### config.mk
export PLATFORM = sky130hd
export DESIGN_NAME = mf_peak_trigger_flat
export DESIGN_NICKNAME = d
export VERILOG_FILES = /design/src/rtl/mf_peak_trigger_if.sv /design/src/rtl/mf_peak_trigger.sv /design/src/flat_wrapper.sv
export SDC_FILE = /design/constraint.sdc
export NUM_CORES = 1
export LEC_CHECK = 0
export CORE_MARGIN = 2
export CORE_UTILIZATION = 58
export CTS_CLUSTER_SIZE = 8
export DETAILED_ROUTE_END_ITERATION = 10
export PLACE_DENSITY = 0.79
export SYNTH_ARGS = -nofsm -noshare
export SYNTH_HDL_FRONTEND = slang
export SYNTH_SLANG_ARGS = --single-unit
### constraint.sdc
create_clock -name aclk -period 18.11 [get_ports aclk]
set_input_delay 5.433 -clock aclk [delete_from_list [all_inputs] [get_ports aclk]]
set_output_delay 5.433 -clock aclk [all_outputs]
set_load 0.02 [all_outputs]
### src/rtl/mf_peak_trigger_if.sv
// Trigger-record stream from mf_peak_trigger to the record FIFO / readout logic.
interface mf_peak_trigger_if #(
   parameter int TDATA_W = 22
);
   logic [TDATA_W-1:0] tdata;
   logic               tvalid;
   logic               tready;

   modport master (output tdata, output tvalid, input tready);
   modport slave  (input tdata, input tvalid, output tready);
endinterface

### src/rtl/mf_peak_trigger.sv
// Matched-filter peak trigger: per-lane magnitude, threshold hit detection, windowed
// peak search and one {peak, lane, offset} record per trigger over valid/ready.
module mf_peak_trigger #(
   parameter int NBITS        = 18,
   parameter int NSAMPS       = 8,
   parameter int WINDOW       = 4,
   parameter int HOLDOFF_BITS = 8
) (
   input  logic                      aclk,
   input  logic                      aresetn,
   input  logic [NBITS*NSAMPS-1:0]   data_i,
   input  logic [NBITS-2:0]          threshold_i,
   input  logic [HOLDOFF_BITS-1:0]   holdoff_i,
   input  logic                      enable_i,
   input  logic                      clear_i,
   output logic                      trig_o,
   output logic [15:0]               dropped_o,
   mf_peak_trigger_if.master         rec
);
   localparam int MAG_W  = NBITS - 1;
   localparam int LANE_W = $clog2(NSAMPS);
   localparam int OFF_W  = $clog2(WINDOW);

   typedef enum logic [1:0] {IDLE, SEARCH, EMIT, HOLDOFF} state_t;

   function automatic logic [MAG_W-1:0] sat_abs(input logic signed [NBITS-1:0] x);
      logic signed [NBITS-1:0] neg;
      neg = -x;
      if (x[NBITS-1] && (x[NBITS-2:0] == '0)) return '1;
      else if (x[NBITS-1])                     return neg[MAG_W-1:0];
      else                                     return x[MAG_W-1:0];
   endfunction

   logic [MAG_W-1:0]        mag_p1 [NSAMPS];
   logic                    hit_p2;
   logic [MAG_W-1:0]        max_p2;
   logic [LANE_W-1:0]       lane_p2;
   logic                    hit_c;
   logic [MAG_W-1:0]        max_c;
   logic [LANE_W-1:0]       lane_c;

   state_t                  state, state_nxt;
   logic [MAG_W-1:0]        peak, peak_nxt;
   logic [LANE_W-1:0]       lane, lane_nxt;
   logic [OFF_W-1:0]        offset, offset_nxt;
   logic [OFF_W-1:0]        cnt, cnt_nxt;
   logic [HOLDOFF_BITS-1:0] hold_cnt, hold_nxt;
   logic                    trig_nxt;

   // ---- stage 1: saturated per-lane magnitude
   always_ff @(posedge aclk or negedge aresetn) begin
      if (!aresetn) begin
         for (int i = 0; i < NSAMPS; i++) mag_p1[i] <= '0;
      end else begin
         for (int i = 0; i < NSAMPS; i++) mag_p1[i] <= sat_abs($signed(data_i[NBITS*i +: NBITS]));
      end
   end

   // ---- stage 2: threshold hit and per-clock maximum (strict compare keeps lowest lane)
   always_comb begin
      hit_c  = 1'b0;
      max_c  = mag_p1[0];
      lane_c = '0;
      for (int i = 0; i < NSAMPS; i++) begin
         if (mag_p1[i] > threshold_i) hit_c = 1'b1;
         if (mag_p1[i] > max_c) begin
            max_c  = mag_p1[i];
            lane_c = LANE_W'(i);
         end
      end
   end

   always_ff @(posedge aclk or negedge aresetn) begin
      if (!aresetn) begin
         hit_p2  <= 1'b0;
         max_p2  <= '0;
         lane_p2 <= '0;
      end else begin
         hit_p2  <= hit_c;
         max_p2  <= max_c;
         lane_p2 <= lane_c;
      end
   end

   // ---- trigger FSM: search window, hold the record until accepted, optional holdoff
   always_ff @(posedge aclk or negedge aresetn) begin
      if (!aresetn) begin
         state    <= IDLE;
         peak     <= '0;
         lane     <= '0;
         offset   <= '0;
         cnt      <= '0;
         hold_cnt <= '0;
         trig_o   <= 1'b0;
      end else begin
         state    <= state_nxt;
         peak     <= peak_nxt;
         lane     <= lane_nxt;
         offset   <= offset_nxt;
         cnt      <= cnt_nxt;
         hold_cnt <= hold_nxt;
         trig_o   <= trig_nxt;
      end
   end

   always_comb begin
      state_nxt  = state;
      peak_nxt   = peak;
      lane_nxt   = lane;
      offset_nxt = offset;
      cnt_nxt    = cnt;
      hold_nxt   = hold_cnt;
      trig_nxt   = 1'b0;
      case (state)
         IDLE: begin
            if (hit_p2 && enable_i) begin
               trig_nxt   = 1'b1;
               peak_nxt   = max_p2;
               lane_nxt   = lane_p2;
               offset_nxt = '0;
               cnt_nxt    = OFF_W'(1);
               state_nxt  = SEARCH;
            end
         end
         SEARCH: begin
            if (max_p2 > peak) begin
               peak_nxt   = max_p2;
               lane_nxt   = lane_p2;
               offset_nxt = cnt;
            end
            cnt_nxt = cnt + 1'b1;
            if (cnt == OFF_W'(WINDOW - 1)) state_nxt = EMIT;
         end
         EMIT: begin
            if (rec.tready) begin
               if (holdoff_i == '0) begin
                  state_nxt = IDLE;
               end else begin
                  hold_nxt  = holdoff_i;
                  state_nxt = HOLDOFF;
               end
            end
         end
         HOLDOFF: begin
            hold_nxt = hold_cnt - 1'b1;
            if (hold_cnt == HOLDOFF_BITS'(1)) state_nxt = IDLE;
         end
         default: state_nxt = IDLE;
      endcase
   end

   assign rec.tvalid = (state == EMIT);
   assign rec.tdata  = {peak, lane, offset};

   // Hits that arrive while a record is stalled are lost; clear takes priority.
   always_ff @(posedge aclk or negedge aresetn) begin
      if (!aresetn) begin
         dropped_o <= '0;
      end else if (clear_i) begin
         dropped_o <= '0;
      end else if ((state == EMIT) && hit_p2 && !rec.tready && (dropped_o != 16'hFFFF)) begin
         dropped_o <= dropped_o + 16'd1;
      end
   end
endmodule

### src/flat_wrapper.sv
// flat-port wrapper written by rule: the top's interface ports become plain ports
module mf_peak_trigger_flat 
#(
   parameter int NBITS        = 18,
   parameter int NSAMPS       = 8,
   parameter int WINDOW       = 4,
   parameter int HOLDOFF_BITS = 8
)
  (aclk, aresetn, data_i, threshold_i, holdoff_i, enable_i, clear_i, trig_o, dropped_o, rec_tdata, rec_tvalid, rec_tready);
  mf_peak_trigger_if #(.TDATA_W((NBITS - 1 + 3 + 2))) rec_i ();
  input  logic aclk;
  input  logic aresetn;
  input  logic [NBITS*NSAMPS-1:0] data_i;
  input  logic [NBITS-2:0] threshold_i;
  input  logic [HOLDOFF_BITS-1:0] holdoff_i;
  input  logic enable_i;
  input  logic clear_i;
  output logic trig_o;
  output logic [15:0] dropped_o;
  output wire logic [$bits(rec_i.tdata)-1:0] rec_tdata;
  output wire logic [$bits(rec_i.tvalid)-1:0] rec_tvalid;
  input wire logic [$bits(rec_i.tready)-1:0] rec_tready;
  assign rec_tdata = rec_i.tdata;
  assign rec_tvalid = rec_i.tvalid;
  assign rec_i.tready = rec_tready;
  mf_peak_trigger #(.NBITS(NBITS), .NSAMPS(NSAMPS), .WINDOW(WINDOW), .HOLDOFF_BITS(HOLDOFF_BITS)) u_core (.aclk(aclk), .aresetn(aresetn), .data_i(data_i), .threshold_i(threshold_i), .holdoff_i(holdoff_i), .enable_i(enable_i), .clear_i(clear_i), .trig_o(trig_o), .dropped_o(dropped_o), .rec(rec_i));
endmodule
=== Word level (Yosys, flattened, before mapping) ===
Cells that the tools add are included.

* $add $sub $neg: 11
* Order comparisons: 16
* Eq/ne operators: 12
* Mux-type cells: 61
* Reduce and logical (&&, ||, !) cells: 30

{| class="wikitable"
|+ Operator list
! kind !! number
|-
| $mux W17 || 25
|-
| $gt A17 B17 Y1 || 16
|-
| $logic_not A17 Y1 || 8
|-
| $neg A17 Y17 || 8
|-
| $pmux W17 S2 || 1
|-
| $mux W16 || 2
|-
| $mux W2 || 9
|-
| $mux W3 || 6
|-
| $add A16 B1 Y16 const B || 1
|-
| $mux W8 || 2
|-
| $ne A16 B16 Y1 const B || 1
|-
| $pmux W8 S2 || 1
|-
| $logic_and A1 B1 Y1 || 12
|-
| $mux W1 || 11
|-
| $ne A2 B1 Y1 const B || 5
|-
| $eq A8 B1 Y1 const B || 1
|-
| $logic_not A8 Y1 || 1
|-
| $pmux W2 S2 || 2
|-
| $pmux W2 S4 || 1
|-
| $sub A8 B1 Y8 const B || 1
|-
| $eq A2 B2 Y1 const B || 3
|-
| $pmux W3 S2 || 1
|-
| $reduce_and A3 Y1 || 2
|-
| $reduce_bool A2 Y1 || 3
|-
| 7 further kinds || 7
|}

* Register bits: 208
* Input port bits: 174
* Output and inout bits: 40

=== Logic depth before layout (Yosys ltp) ===
* Depth after elaboration: 14
* Depth in mapped cells: 89
* Depth with buffers taken out: 80

=== Worst setup path after synthesis ===
OpenSTA, ideal clock, no wires.

* Path kind: reg2reg
* From: register u_core.mag_p1[114] (netlist bit)
* To: register u_core.lane_p2[1]
* Setup time: 0.152 ns
* Data arrival time: 16.058 ns
* Path slack: 1.900 ns
* Stages on the path, launching flop included: 84
* Buffers on the path: 9
* Period minus slack after synthesis: 16.210 ns
* Cells stage by stage: dfrtp_1 -> ha_1 -> nand4_1 -> nor3_2 -> a211oi_2 -> a21oi_4 -> clkbuf_1 -> nor2_1 -> a21oi_1 -> ha_1 -> a211oi_1 -> nor2_1 -> a211oi_1 -> nor3b_2 -> nand2_1 -> nand3_1 -> a21o_1 -> buf_2 -> (+48 left out) -> nand2_1 -> clkbuf_1 -> nor2_1 -> a21o_1 -> ha_1 -> nor2b_1 -> o21a_1 -> o21a_1 -> o21a_1 -> o21a_1 -> o21a_1 -> o21a_1 -> o21ai_0 -> a2111o_1 -> nand2_1 -> nor2_1 -> clkbuf_1 -> o21ai_0

* Word-level cells in the longest chain between the ends: 14
* Elaborated cells between the ends (all ways): 19
* Classes of those cells: order compare (7); mux (12)

{| class="wikitable"
|+ Ends and longest elaborated chain
! element !! RTL line !! text
|-
| from (decl) || mf_peak_trigger.sv:34 || <nowiki>logic [MAG_W-1:0] mag_p1 [NSAMPS];</nowiki>
|-
| $gt A17 B17 Y1 || mf_peak_trigger.sv:66 || <nowiki>if (mag_p1[i] > max_c) begin</nowiki>
|-
| $mux W17 (*) || mf_peak_trigger.sv:66 ||
|-
| $gt A17 B17 Y1 || mf_peak_trigger.sv:66 ||
|-
| $mux W17 || mf_peak_trigger.sv:66 ||
|-
| $gt A17 B17 Y1 || mf_peak_trigger.sv:66 ||
|-
| $mux W17 || mf_peak_trigger.sv:66 ||
|-
| $gt A17 B17 Y1 || mf_peak_trigger.sv:66 ||
|-
| $mux W17 || mf_peak_trigger.sv:66 ||
|-
| $gt A17 B17 Y1 || mf_peak_trigger.sv:66 ||
|-
| $mux W17 || mf_peak_trigger.sv:66 ||
|-
| $gt A17 B17 Y1 || mf_peak_trigger.sv:66 ||
|-
| $mux W17 || mf_peak_trigger.sv:66 ||
|-
| $gt A17 B17 Y1 || mf_peak_trigger.sv:66 ||
|-
| $mux W3 (*) || mf_peak_trigger.sv:66 ||
|-
| via u_core.lane_c[1] || mf_peak_trigger.sv:40 || <nowiki>logic [LANE_W-1:0] lane_c;</nowiki>
|-
| to (signal assigned) || mf_peak_trigger.sv:81 || <nowiki>lane_p2 <= lane_c;</nowiki>
|-
| to (decl) || mf_peak_trigger.sv:37 || <nowiki>logic [LANE_W-1:0] lane_p2;</nowiki>
|}

Mark *: on every way through the listed nets, which the timed path passes. The rest lies on a longest branch.
A chain may end at the register's enable or synchronous reset.

=== Worst setup path after layout ===
* From: register u_core.mag_p1[134] (netlist bit)
* To: register u_core.max_p2[8]

* Word-level cells in the longest chain between the ends: 14

{| class="wikitable"
|+ Ends and longest elaborated chain
! element !! RTL line !! text
|-
| $gt A17 B17 Y1 || mf_peak_trigger.sv:66 ||
|-
| $mux W17 (*) || mf_peak_trigger.sv:66 ||
|-
| $gt A17 B17 Y1 || mf_peak_trigger.sv:66 ||
|-
| $mux W17 (*) || mf_peak_trigger.sv:66 ||
|-
| $gt A17 B17 Y1 || mf_peak_trigger.sv:66 ||
|-
| $mux W17 (*) || mf_peak_trigger.sv:66 ||
|-
| $gt A17 B17 Y1 || mf_peak_trigger.sv:66 ||
|-
| $mux W17 (*) || mf_peak_trigger.sv:66 ||
|-
| $gt A17 B17 Y1 || mf_peak_trigger.sv:66 ||
|-
| $mux W17 (*) || mf_peak_trigger.sv:66 ||
|-
| $gt A17 B17 Y1 || mf_peak_trigger.sv:66 ||
|-
| $mux W17 (*) || mf_peak_trigger.sv:66 ||
|-
| $gt A17 B17 Y1 || mf_peak_trigger.sv:66 ||
|-
| $mux W17 (*) || mf_peak_trigger.sv:66 ||
|-
| via u_core.max_c[8] || mf_peak_trigger.sv:39 || <nowiki>logic [MAG_W-1:0] max_c;</nowiki>
|-
| to (signal assigned) || mf_peak_trigger.sv:80 || <nowiki>max_p2 <= max_c;</nowiki>
|-
| to (decl) || mf_peak_trigger.sv:36 || <nowiki>logic [MAG_W-1:0] max_p2;</nowiki>
|}

Marked as above.

==> metrics <==
critical path required time=18500 ps; H-tree depth=1; crit-path most repeated cell=o21a_1; synth top area cells=dfrtp_1, ha_1, o21ai_0, nand2_1, a21oi_1; met2 WL=between 20000 and 30000 um; Mapped Area=about 18000 um2; Syn Nets=~2600; Total Neg Setup Slack=0 ps; Final Max Tran Viols=0; Vias=between 15000 and 20000; top-count cell post-synth=ha_1; Starting Density=0.593; Area growth, synth to finish=18.3%; Total GRT Usage=0.337; gpl congestion=a little under 1; filler cell count in the final layout=~2500; count of cell types in the netlist=75; 1st-iter DRT viols=1191; Row Count=64; die area=32900 um2; grt ovf=0; vias per inst=6.39; layout cells sized above 1=0.0609; Setup CP Type=reg2reg; count of final setup violators=0; fin crit share=0.937; Peak VDD IR=between 0.0002 and 0.0003 V; Period minus WS final=between 15000 and 20000 ps; crit path DAT=around 17000 ps; final WL=between 50000 and 60000 um; crit end category=flop; vias in the first global route=16600; CP max stage cell=o22ai_1; later-pin clock latency in the skew report=570 ps; largest net degree at the start of global routing=76; Non-Filler Instances=approximately 2700; placed insts=2685; Worst Max-Slew Pin Slew=~1100 ps; Synth top area share=0.285; core area=roughly 30000 um2; Residual DRC=0; nets=2794; worst hold path depth=1; DR top layer=met4; Port-buffer cells=around 210; ANT cells=0; Met3 Wirelength=slightly below 5000 um; root buffer cell=clkbuf_16; maxcap violations=0; Routed Antenna Nets=0; CTS tree=built; Post-synth ARST share=1.00; die width=181 um; dpl hpwl=44000 um; hold crit path type=reg2reg; Largest stage delay, worst path=between 500 and 600 ps; M1 wire length=approximately 24000 um; startpoint types=flop; global-route wire length before repair=just under 90000 um; Worst-path clk slew=60 ps; antenna violations before repair=0; Slew HR=0.286; Top-Level Pins=around 210; drt pass-1 iters=6; PD cells=between 200 and 250 nW/um2; Die Height=181 um; main flop type after synthesis=dfrtp_1; Yosys top cell by area=dfrtp_1; outcome=completed; clock sinks=roughly 210; TritonCTS buffer count=29; Avg Synthesized Cell Area=between 8 and 9 um2; Gate Count Post-Synth=2127; Post-synth EDFFs=0; Max Root-Sink Buffers=3; FMAX=around 0.059 GHz; Leak=approximately 10 nW; Yosys Warn Count=0; Clock Skew=about 25 ps; sequential fraction of the synthesis area=0.285; routed len/inst=slightly above 20 um; CP max FO=17; Tot Pwr=between 4 and 5 mW; Fin. Hold Viols=0; top cell types by occurrence after synthesis=ha_1, dfrtp_1, nand2_1, o21ai_0, nor2_1; Reg2Reg Depth=80; Yosys reg bits=~210
[worst max-delay path: cells and delay by family (launching register included)]
kind	cells	cell delay, ps
buffers and inverters	4	600
and+or+nand+nor	22	3970
muxes	3	810
adders and majority gates	7	2130
AOI/OAI and AO/OA	44	8860
DFF	1	360
[per-layer routing]
layer,vias to the layer above,track usage
li1,8255,-
met1,8269,0.450
met2,729,0.534
met3,160,0.0720
met4,0,0.138
met5,-,0
[final timing paths]
path	from	slack, ps	end
hold / removal	u_core.lane_p2[0]$_DFF_PN0_	480	u_core.lane[0]$_DFFE_PN0P_
hold reg to reg	u_core.lane_p2[0]$_DFF_PN0_	480	u_core.lane[0]$_DFFE_PN0P_
max in group asynchronous	aresetn	11860	u_core.mag_p1[39]$_DFF_PN0_
min in group asynchronous	aresetn	4900	u_core.dropped_o[4]$_DFFE_PN0P_
setup reg to reg	u_core.mag_p1[134]$_DFF_PN0_	1140	u_core.max_p2[8]$_DFF_PN0_
setup / recovery	u_core.mag_p1[134]$_DFF_PN0_	1140	u_core.max_p2[8]$_DFF_PN0_
[final cells by class]
cell class	instances	area (um2)	area share
flip-flops and latches	208	5200	0.241
well taps	396	495	0.0229
clock buffers	29	726	0.0336
multi-input cells	1694	12200	0.566
clock inverters	1	20.0	0.000926
inverters	166	623	0.0288
repair buffers	232	2300	0.107
[power by group]
| group | switching [mW] | internal [mW] | total [mW] | leakage, nW |
|---|---|---|---|---|
| registers | 0.0869 | 0.580 | 0.667 | 2.44 |
| clock network | 0.196 | 0.279 | 0.475 | 0.367 |
| logic | 1.87 | 1.34 | 3.20 | 7.06 |
| total | 2.15 | 2.19 | 4.34 | 9.87 |
[repair_timing]
action	4_1_cts	5_1_grt
hold buffers	0	0
buffers inserted	0	10
hold endpoints to repair	0	0
endpoints found under the setup margin	0	20
resized for setup	0	5
[cells by family (layout without fill, tap and decap cells)]
group                      count (synthesis)  in the layout  synth area share
xor gates and xnor gates                  37             37            0.0177
adders and majority gates                289            289             0.198
buffers and inverters                    226            428            0.0477
AOI/OAI and AO/OA                        614            615             0.228
and+or+nand+nor                          692            692             0.188
DFF                                      208            208             0.285
muxes                                     61             61            0.0359
[registers in the layout, indices dropped and copies added (netlist names)]
name	count
u_core.state	2
u_core.trig_o	1
u_core.hit_p2	1
u_core.offset	2
u_core.dropped_o	16
u_core.max_p2	17
u_core.hold_cnt	8
u_core.lane	3
u_core.peak	17
u_core.lane_p2	3
u_core.cnt	2
u_core.mag_p1	136
[per-stage QoR]
step	hold slack, ps	worst slack [ps]	instance area, um2	util
after floorplan	454	1900	18300	-
after global placement	463	1010	20700	0.673
after detailed placement	474	473	20700	0.673
after CTS	479	392	21500	0.697
after global routing	498	-28.1	21600	0.701
final	479	1140	21600	0.701
[placed cells by master, fill, tap and decap left out, types with 30 or more instances in the layout]
| master | instances |
|---|---|
| nor2_1 | 175 |
| mux2_2 | 37 |
| nand4_1 | 41 |
| nand2_1 | 180 |
| dfrtp_1 | 208 |
| a21oi_1 | 132 |
| nand3_1 | 55 |
| or4_1 | 30 |
| a21o_1 | 71 |
| o21a_1 | 38 |
| clkdlybuf4s50_1 | 212 |
| inv_1 | 163 |
| nor3_1 | 50 |
| ha_1 | 289 |
| o21ai_0 | 180 |
| or3_1 | 32 |
No activity file was read; power rests on OpenSTA's default activity.
